--- config.mk ---
export PLATFORM = sky130hd
export DESIGN_NAME = mux_nx1_rr
export DESIGN_NICKNAME = d
export VERILOG_FILES = /design/src/rtl/mux_nx1_rr_pkg.sv /design/src/rtl/mux_nx1_rr_arbiter.sv /design/src/rtl/mux_nx1_rr.sv
export SDC_FILE = /design/constraint.sdc
export NUM_CORES = 1
export LEC_CHECK = 0
export CAP_MARGIN = 30
export CORE_MARGIN = 4
export CORE_UTILIZATION = 39
export DETAILED_ROUTE_END_ITERATION = 16
export GPL_TIMING_DRIVEN = 0
export PLACE_DENSITY = 0.8
export RECOVER_POWER = 25
export SETUP_SLACK_MARGIN = 0.05
export SLEW_MARGIN = 20
export SYNTH_ARGS = -nofsm -noshare
export SYNTH_HDL_FRONTEND = slang
export SYNTH_HIERARCHICAL = 1
export SYNTH_SLANG_ARGS = --single-unit
--- constraint.sdc ---
create_clock -name clk -period 2.6 [get_ports clk]
set_input_delay 0.39 -clock clk [delete_from_list [all_inputs] [get_ports clk]]
set_output_delay 0.39 -clock clk [all_outputs]
set_load 0.05 [all_outputs]
--- src/rtl/mux_nx1_rr_pkg.sv ---
// Shared select-mode encodings and the modulo-N pointer increment for the N:1 mux.
// Pure declarations; no latency or flow-control behaviour of its own.
package mux_pkg;

  localparam logic MODE_FIXED = 1'b0;
  localparam logic MODE_RR    = 1'b1;

  // N need not be a power of two, so the wrap is an explicit compare, not a bit-width overflow.
  function automatic int unsigned wrap_inc(input int unsigned idx, input int unsigned n);
    return (idx + 32'd1 >= n) ? 32'd0 : idx + 32'd1;
  endfunction

endpackage

--- src/rtl/mux_nx1_rr_arbiter.sv ---
// Combinational round-robin search: first requester at or after ptr, wrapping modulo N.
// Zero latency; no backpressure of its own (the caller qualifies the grant with its load enable).
module rr_arbiter #(
  parameter  int N     = 4,
  localparam int SEL_W = $clog2(N)
) (
  input  logic [N-1:0]     req,
  input  logic [SEL_W-1:0] ptr,
  output logic [SEL_W-1:0] gnt_idx,
  output logic             gnt_vld
);

  logic [SEL_W:0]   sum;
  logic [SEL_W-1:0] idx;

  // Walking from the farthest offset down lets the closest requester to ptr win last.
  always_comb begin
    gnt_idx = '0;
    gnt_vld = 1'b0;
    sum     = '0;
    idx     = '0;
    for (int k = N - 1; k >= 0; k--) begin
      sum = {1'b0, ptr} + (SEL_W + 1)'(k);
      if (sum >= (SEL_W + 1)'(N)) begin
        sum = sum - (SEL_W + 1)'(N);
      end
      idx = sum[SEL_W-1:0];
      if (req[idx]) begin
        gnt_vld = 1'b1;
        gnt_idx = idx;
      end
    end
  end

endmodule

--- src/rtl/mux_nx1_rr.sv ---
// N:1 valid/ready mux, fixed or round-robin select, into a single output register (1-cycle latency).
// Output refills in the same cycle it drains; with out_valid=1 and out_ready=0 everything holds and in_ready=0.
module mux_nx1_rr
  import mux_pkg::*;
#(
  parameter  int N     = 4,
  parameter  int W     = 8,
  localparam int SEL_W = $clog2(N)
) (
  input  logic             clk,
  input  logic             rst,
  input  logic [N*W-1:0]   in_data,
  input  logic [N-1:0]     in_valid,
  output logic [N-1:0]     in_ready,
  input  logic             mode,
  input  logic [SEL_W-1:0] sel,
  output logic [W-1:0]     out_data,
  output logic             out_valid,
  output logic [SEL_W-1:0] out_sel,
  input  logic             out_ready
);

  logic [W-1:0]     out_data_q, out_data_d;
  logic [SEL_W-1:0] out_sel_q, out_sel_d;
  logic             out_valid_q, out_valid_d;
  logic [SEL_W-1:0] ptr_q, ptr_d;

  logic             load;
  logic             xfer;
  logic             fix_vld;
  logic             rr_vld;
  logic [SEL_W-1:0] rr_idx;
  logic             gnt_vld;
  logic [SEL_W-1:0] gnt_idx;
  logic [W-1:0]     mux_dat;

  rr_arbiter #(.N(N)) u_rr_arbiter (
    .req     (in_valid),
    .ptr     (ptr_q),
    .gnt_idx (rr_idx),
    .gnt_vld (rr_vld)
  );

  // Matching sel against each legal index doubles as the sel < N range check.
  always_comb begin
    fix_vld = 1'b0;
    for (int i = 0; i < N; i++) begin
      if (sel == SEL_W'(i)) begin
        fix_vld = in_valid[i];
      end
    end
  end

  always_comb begin
    gnt_vld = fix_vld;
    gnt_idx = sel;
    if (mode == MODE_RR) begin
      gnt_vld = rr_vld;
      gnt_idx = rr_idx;
    end
  end

  assign load = ~out_valid_q | out_ready;
  assign xfer = load & gnt_vld & ~rst;

  always_comb begin
    in_ready = '0;
    mux_dat  = '0;
    for (int i = 0; i < N; i++) begin
      if (gnt_idx == SEL_W'(i)) begin
        in_ready[i] = xfer;
        mux_dat     = in_data[i*W +: W];
      end
    end
  end

  always_comb begin
    out_data_d  = out_data_q;
    out_sel_d   = out_sel_q;
    out_valid_d = out_valid_q;
    ptr_d       = ptr_q;
    if (load) begin
      out_valid_d = gnt_vld;
      if (gnt_vld) begin
        out_data_d = mux_dat;
        out_sel_d  = gnt_idx;
        if (mode == MODE_RR) begin
          ptr_d = SEL_W'(wrap_inc(32'(gnt_idx), N));
        end
      end
    end
  end

  always_ff @(posedge clk) begin
    if (rst) begin
      out_data_q  <= '0;
      out_sel_q   <= '0;
      out_valid_q <= 1'b0;
      ptr_q       <= '0;
    end else begin
      out_data_q  <= out_data_d;
      out_sel_q   <= out_sel_d;
      out_valid_q <= out_valid_d;
      ptr_q       <= ptr_d;
    end
  end

  assign out_data  = out_data_q;
  assign out_sel   = out_sel_q;
  assign out_valid = out_valid_q;

  a_in_ready_onehot: assert property (@(posedge clk) $onehot0(in_ready));

endmodule

==> summary.md, run 1 <==
| Metric | Value |
|---|---|
| TritonCTS clock tree | `done` |
| Number of remaining DRC errors | `0` |
| Synth cell types | `30` |
| Core area | `approximately 2500 um2` |
| Later-pin clock latency in the skew report | `around 0.28 ns` |
| CTS H-Tree Depth | `1` |
| Starting density of the core | `a little over 40%` |
| P_sw | `~330 uW` |
| HP Class | `register to register` |
| Synth Register Bits | `13` |
| Mapped Area | `about 1000 um2` |
| DR vias | `about 1,200` |
| Worst Tran Pin Value | `approximately 0.7 ns` |
| Num CTS Buffers | `3` |
| IO buf count | `55` |
| Antenna-violating nets left | `0` |
| Hold_buf cts | `0` |
| Layout Skew | `0.006182 ns` |
| Logic gate share of total power | `about 56%` |
| Critical path class | `primary input to output port` |
| Worst-path fanout max | `6` |
| Num Clock Sinks | `13` |
| Via-to-Cell Ratio | `5.521` |
| Critical Path AT | `approximately 2.1 ns` |
| Crit path launch type | `primary input` |
| Final instance area | `1853 um2` |
| GPL Wtd Cong | `slightly below 0.8` |
| Placed cell areas | `between 1500 and 2000 um2` |
| Vias in the first global route | `~1,200` |
| First-pass GRT wire length | `around 5.3 mm` |
| Global-route congestion overflow total | `0` |
| CTS Root Cell | `clkbuf_4` |
| P_int | `between 500 and 600 uW` |
| Unrepaired setup endpoints after global routing | `true` |
| Number of diodes | `0` |
| Number of synthesized flops with an enable pin | `0` |
| Io pins | `between 50 and 60` |
| Drt initial violations | `52` |
| Share of post-route cells with drive strength above 1 | `29.83%` |
| Pre-antenna DRT Iters | `4` |
| Fmax | `between 400 and 500 MHz` |
| GRT Util Overall | `a little under a fifth` |
| Sequential power share | `about 29%` |
| Fin crit period | `about 2.5 ns` |
| PD cells | `about 450 nW/um2` |
| Ys Warns | `6` |
| Max Cap Viol | `0` |
| Layout Area Growth over Synthesis | `76.94%` |
| Reg clk slew, reported paths | `0.07 ns` |
| Peak VDD IR | `between 0.0004 and 0.0005 V` |
| Row cnt | `18` |
| WL per Instance | `16.05 um` |
| Clk buf depth | `2` |
| Post-Syn Instances | `between 100 and 150` |
| Die H | `about 60 um` |
| Die area | `around 3600 um2` |
| Ys async rst share | `0%` |
| Critical path data required time | `about 2.2 ns` |
| Outcome | `complete, no violations` |
| # setup viols final | `0` |
| Worst setup EP type | `output port` |
| Prevailing post-synth register cell | `dfxtp_1` |
| Largest net degree at the start of global routing | `11` |
| Final net count | `roughly 230` |
| Final Util | `about 73%` |
| Pleak | `between 0.0007 and 0.0008 uW` |
| Clk pwr share | `~15%` |
| Max Slew Vio Count | `0` |
| Detailed-route wire length | `around 3.4 mm` |
| Syn Area/Cell | `about 9 um2` |
| Net Sw Frac | `between 30% and 40%` |
| Sequential area share after synthesis | `between 20% and 30%` |
| Die width | `approximately 60 um` |
| Final count of hold timing violations | `0` |
| Post-route clock period utilization | `a little over nine tenths` |
| Initial antenna violation count | `0` |
| DP HPWL | `between 2 and 2.5 mm` |
| Post-Syn Nets | `around 160` |
| Slew headroom | `between 50% and 60%` |
## registers in the layout (all words and copies together) (netlist names)
signal,cells
out_sel,2
out_valid,1
out_data,8
ptr_q,2
## kinds of logic after synthesis
kind of cell | after synthesis | share of synthesized area [%]
simple gates | 41 | 22.34
compound gates | 34 | 26.76
mux | 15 | 16.01
flops | 13 | 24.85
buf+inv | 9 | 5.257
fa+ha+maj | 4 | 4.779
## per-stage QoR
| step | TNS, ns | cells | total power (uW) | worst slack [ns] | hold slack [ns] |
|---|---|---|---|---|---|
| after floorplan | -0.03696 | 116 | 502.2 | -0.03696 | 0.5206 |
| after global placement | -8.065 | 201 | 651.0 | -1.145 | 0.5085 |
| after detailed placement | -8.937 | 201 | 657.9 | -1.190 | 0.5232 |
| after CTS | 0 | 211 | 809.0 | 0.02703 | 0.5368 |
| after global routing | -0.0002081 | 211 | 883.7 | -0.0002081 | 0.5812 |
| final | 0 | 211 | 834.4 | 0.1234 | 0.5310 |
## placed cells by master, fill, tap and decap left out, types with 6 or more instances in the layout
cell	count
clkdlybuf4s50_1	41
a221oi_2	6
buf_4	8
o21ai_0	11
dfxtp_1	11
mux2i_1	11
nor2_1	7
nand2b_1	9
nor2b_1	9
## power by group through the flow
stage / logic (uW) / clock network, uW / registers, uW
final: 466 / 126 / 242
after global placement: 406 / 0 / 245
after floorplan: 179 / 0 / 323
after CTS: 443 / 125 / 241
after global routing: 498 / 139 / 247
after detailed placement: 412 / 0 / 246
## routing by layer
metal  global-route usage (%)  up-vias  wire length (um)
li1                         -      568                 -
met1                    23.85      545              1437
met2                    33.18       48              1636
met3                    3.672        4               283
met4                    3.797        0                29
met5                        0        -                 0
## cells in the mapped netlist (4+ instances only)
master / count / area [um2]
dfxtp_1: 13 / 260.3
mux2i_1: 13 / 130.1
o21ai_0: 11 / 55.05
nand2b_1: 10 / 62.56
nor2b_1: 10 / 62.56
a221oi_1: 7 / 61.31
nor2_1: 7 / 26.28
nand2_1: 5 / 18.77
nor3b_1: 5 / 37.54
o41ai_2: 5 / 81.33
a21oi_1: 4 / 20.02
ha_1: 4 / 50.05
## worst max-delay path: stages
cell           delay [ns]
dlygate4sd3_1        0.58
mux4_2               0.32
mux2_4               0.32
nand2_2              0.11
buf_8                0.14
nor3b_2              0.05
buf_6                0.17
## worst paths after layout
kind,start,slack [ns],cells past startpoint,end
setup / recovery,sel[1],0.12,7,in_ready[3]
hold / removal,out_sel[1]$_SDFFE_PP0P_,0.53,2,out_sel[1]$_SDFFE_PP0P_
setup reg to reg,ptr_q[0]$_SDFFE_PP0P_,0.25,9,out_data[4]$_SDFFE_PP0P_
hold reg to reg,out_sel[1]$_SDFFE_PP0P_,0.53,2,out_sel[1]$_SDFFE_PP0P_
## layout make-up
class	instances	area (um2)
multi-input combinational	94	848.3
fill	203	669.4
timing repair buffer	62	599.3
sequential	13	267.8
buffer	6	66.31
tap	30	37.54
clock buffer	4	26.28
inverter	2	7.507
## timing repair
item                                    in CTS  in global routing
gates resized for setup                     46                 22
buffers inserted                             6                  1
pin swaps                                    1                  2
endpoints found under the setup margin      12                 12
cloned                                       0                  0
No activity file was read; power rests on OpenSTA's default activity.
==> run 2: changes to the inputs <==
CORE_UTILIZATION = 35   (was 39)
PLACE_DENSITY = 0.76   (was 0.8)
clock period = 2.2 ns   (was 2.6 ns; I/O delays follow)
==> run 2 against run 1 <==
The run now ends with negative setup slack left; largest cell class unchanged; sequential share of layout area fell by 1.8 points; clock power rose by 29%; non-clock buffer count rose by 18; total power rose by 35%.
==> summary.md, run 2 (synthesis gave the netlist of run 1 again) <==
| Metric | Value |
|---|---|
| DP HPWL | `between 2 and 3 mm` |
| WL per Instance | `about 19 um` |
| Number of remaining DRC errors | `0` |
| Antenna-violating nets left | `0` |
| Worst-path fanout max | `5` |
| Slew headroom | `roughly half` |
| Global-route congestion overflow total | `0` |
| R2R Setup Slk | `-0.04 ns` |
| Layout Area Growth over Synthesis | `102.7%` |
| Later-pin clock latency in the skew report | `between 0.2 and 0.3 ns` |
| WL met1 | `around 1.7 mm` |
| Layout Skew | `roughly 0.0042 ns` |
| Outcome | `finished with violations` |
| Clk pwr share | `about 14%` |
| Share of post-route cells with drive strength above 1 | `~37%` |
| Row cnt | `19` |
| Setup TNS | `-0.6807 ns` |
| Critical path data required time | `~1.9 ns` |
| GRT Util Overall | `between 20% and 30%` |
| Final Util | `75.69%` |
| Post-route clock period utilization | `108.2%` |
| Die H | `approximately 63 um` |
| GPL Wtd Cong | `around 0.74` |
| P_int | `approximately 670 uW` |
| Peak VDD IR | `just over 0.0004 V` |
| Most frequent cells in the layout | `clkdlybuf4s50_1, buf_4, mux2i_1, dfxtp_1` |
| Detailed-route wire length | `about 4.3 mm` |
| TritonCTS clock tree | `done` |
| Worst setup EP type | `output port` |
| Max Slew Vio Count | `0` |
| Worst path slowest cell | `dfxtp_4` |
| Pre-antenna DRT Iters | `4` |
| Met2 routed WL | `approximately 2.1 mm` |
| DR vias | `~1,300` |
| Crit path buffers/inverters | `2` |
| Crit path launch type | `register` |
| Via-to-Cell Ratio | `approximately 5.6` |
| Met3 WL | `between 300 and 400 um` |
| Max Cap Viol | `0` |
| CP dominant cell by count | `nor3b_4` |
| P_sw | `about 450 uW` |
| Hold Slack | `0.5307 ns` |
| Fin crit period | `roughly 2.4 ns` |
| CTS Root Cell | `clkbuf_4` |
| Critical path class | `register to output port` |
| Reg clk slew, reported paths | `0.09 ns` |
| Worst Tran Pin Value | `around 0.74 ns` |
| HP Class | `register to register` |
| Most common cell after layout, fill and taps aside | `clkdlybuf4s50_1` |
| Largest net degree at the start of global routing | `11` |
| Pleak | `0.0008634 uW` |
| Sequential power share | `between 20% and 30%` |
| Final worst slack | `-0.1797 ns` |
| Final net count | `roughly 250` |
| Fmax | `between 400 and 500 MHz` |
| Crit path cell chain | `nor3b_4 -> a211oi_2 -> nor2_1 -> mux2i_2 -> ha_2 -> buf_8 -> nor3b_4 -> buf_6` |
| Starting density of the core | `37.33%` |
| Num CTS Buffers | `3` |
| Top routing layer in use | `met4` |
| CP delay by family, top | `simple AND/OR/NAND/NOR gates` |
| # setup viols final | `12` |
| Final count of hold timing violations | `0` |
| Io pins | `57` |
| Die area | `between 3000 and 4000 um2` |
| PD cells | `529.3 nW/um2` |
| Clk buf depth | `2` |
| Critical Path AT | `slightly above 2 ns` |
| Die width | `~63 um` |
| Filler cells | `204` |
| Initial antenna violation count | `0` |
| First-pass GRT wire length | `between 6 and 7 mm` |
| Net Sw Frac | `between 40% and 50%` |
| Unrepaired setup endpoints after global routing | `true` |
| Crit path largest cell delay | `0.37 ns` |
| Max FFs per register | `8` |
| CTS H-Tree Depth | `1` |
| Core area | `around 2800 um2` |
| Vias in the first global route | `roughly 1,300` |
| Failing checks | `negative setup slack` |
| Number of diodes | `0` |
| Num Clock Sinks | `13` |
| Logic gate share of total power | `about three fifths` |
| IO buf count | `55` |
| Drt initial violations | `between 50 and 60` |
## run 2: routing by layer
metal	GRT usage (%)	vias to the layer above
li1	-	608
met1	22.60	601
met2	37.42	68
met3	6.475	11
met4	5.510	0
met5	0	-
## run 2: worst register-to-register path, stage by stage, from the launching register on
cell and delay (ns):
dfxtp_4 0.37, nor3b_4 0.15, a211oi_2 0.14, nor2_1 0.08
mux2i_2 0.28, inv_2 0.13, ha_4 0.20, buf_8 0.11
buf_6 0.11, buf_8 0.13, mux2i_1 0.13, o41ai_2 0.31
## run 2: what timing repair did
action,CTS,global route
gates cloned,0,1
pin swaps,3,6
hold buffers,0,0
setup endpoints to repair,13,12
gates resized for setup,52,18
setup buffers,16,8
## run 2: area by class of cell
class | instances | area (um2) | area share, %
repair buffers | 80 | 779.5 | 36.71
flip-flops and latches | 13 | 267.8 | 12.61
plain buffers | 6 | 75.07 | 3.536
well taps | 31 | 38.79 | 1.827
clock buffers | 4 | 26.28 | 1.237
inverters | 2 | 7.507 | 0.3536
multi-input cells | 94 | 928.4 | 43.72
## run 2: final timing paths
| kind | from | to | cells after the start |
|---|---|---|---|
| setup / recovery | ptr_q[0]$_SDFFE_PP0P_ | in_ready[1] | 8 |
| hold / removal | out_sel[0]$_SDFFE_PP0P_ | out_sel[0]$_SDFFE_PP0P_ | 2 |
| setup reg to reg | ptr_q[0]$_SDFFE_PP0P_ | out_data[1]$_SDFFE_PP0P_ | 11 |
| hold reg to reg | out_sel[0]$_SDFFE_PP0P_ | out_sel[0]$_SDFFE_PP0P_ | 2 |
## run 2: power by group through the flow
stage	Combinational [uW]	Clock, uW	Sequential, uW
final	674	162	288
after global routing	711	177	293
after CTS	593	160	287
after detailed placement	520	0	290
after global placement	513	0	289
after floorplan	240	0	382
## run 2: per-stage QoR
step / total power [uW] / cell area [um2] / setup WS [ns] / instances
after detailed placement: 810.8 / 1732 / -1.232 / 202
after global routing: 1181 / 2123 / -0.2713 / 230
after floorplan: 622.3 / 1142 / -0.02178 / 116
after global placement: 801.5 / 1732 / -1.167 / 202
final: 1124 / 2123 / -0.1797 / 230
after CTS: 1039 / 1966 / -0.1141 / 221
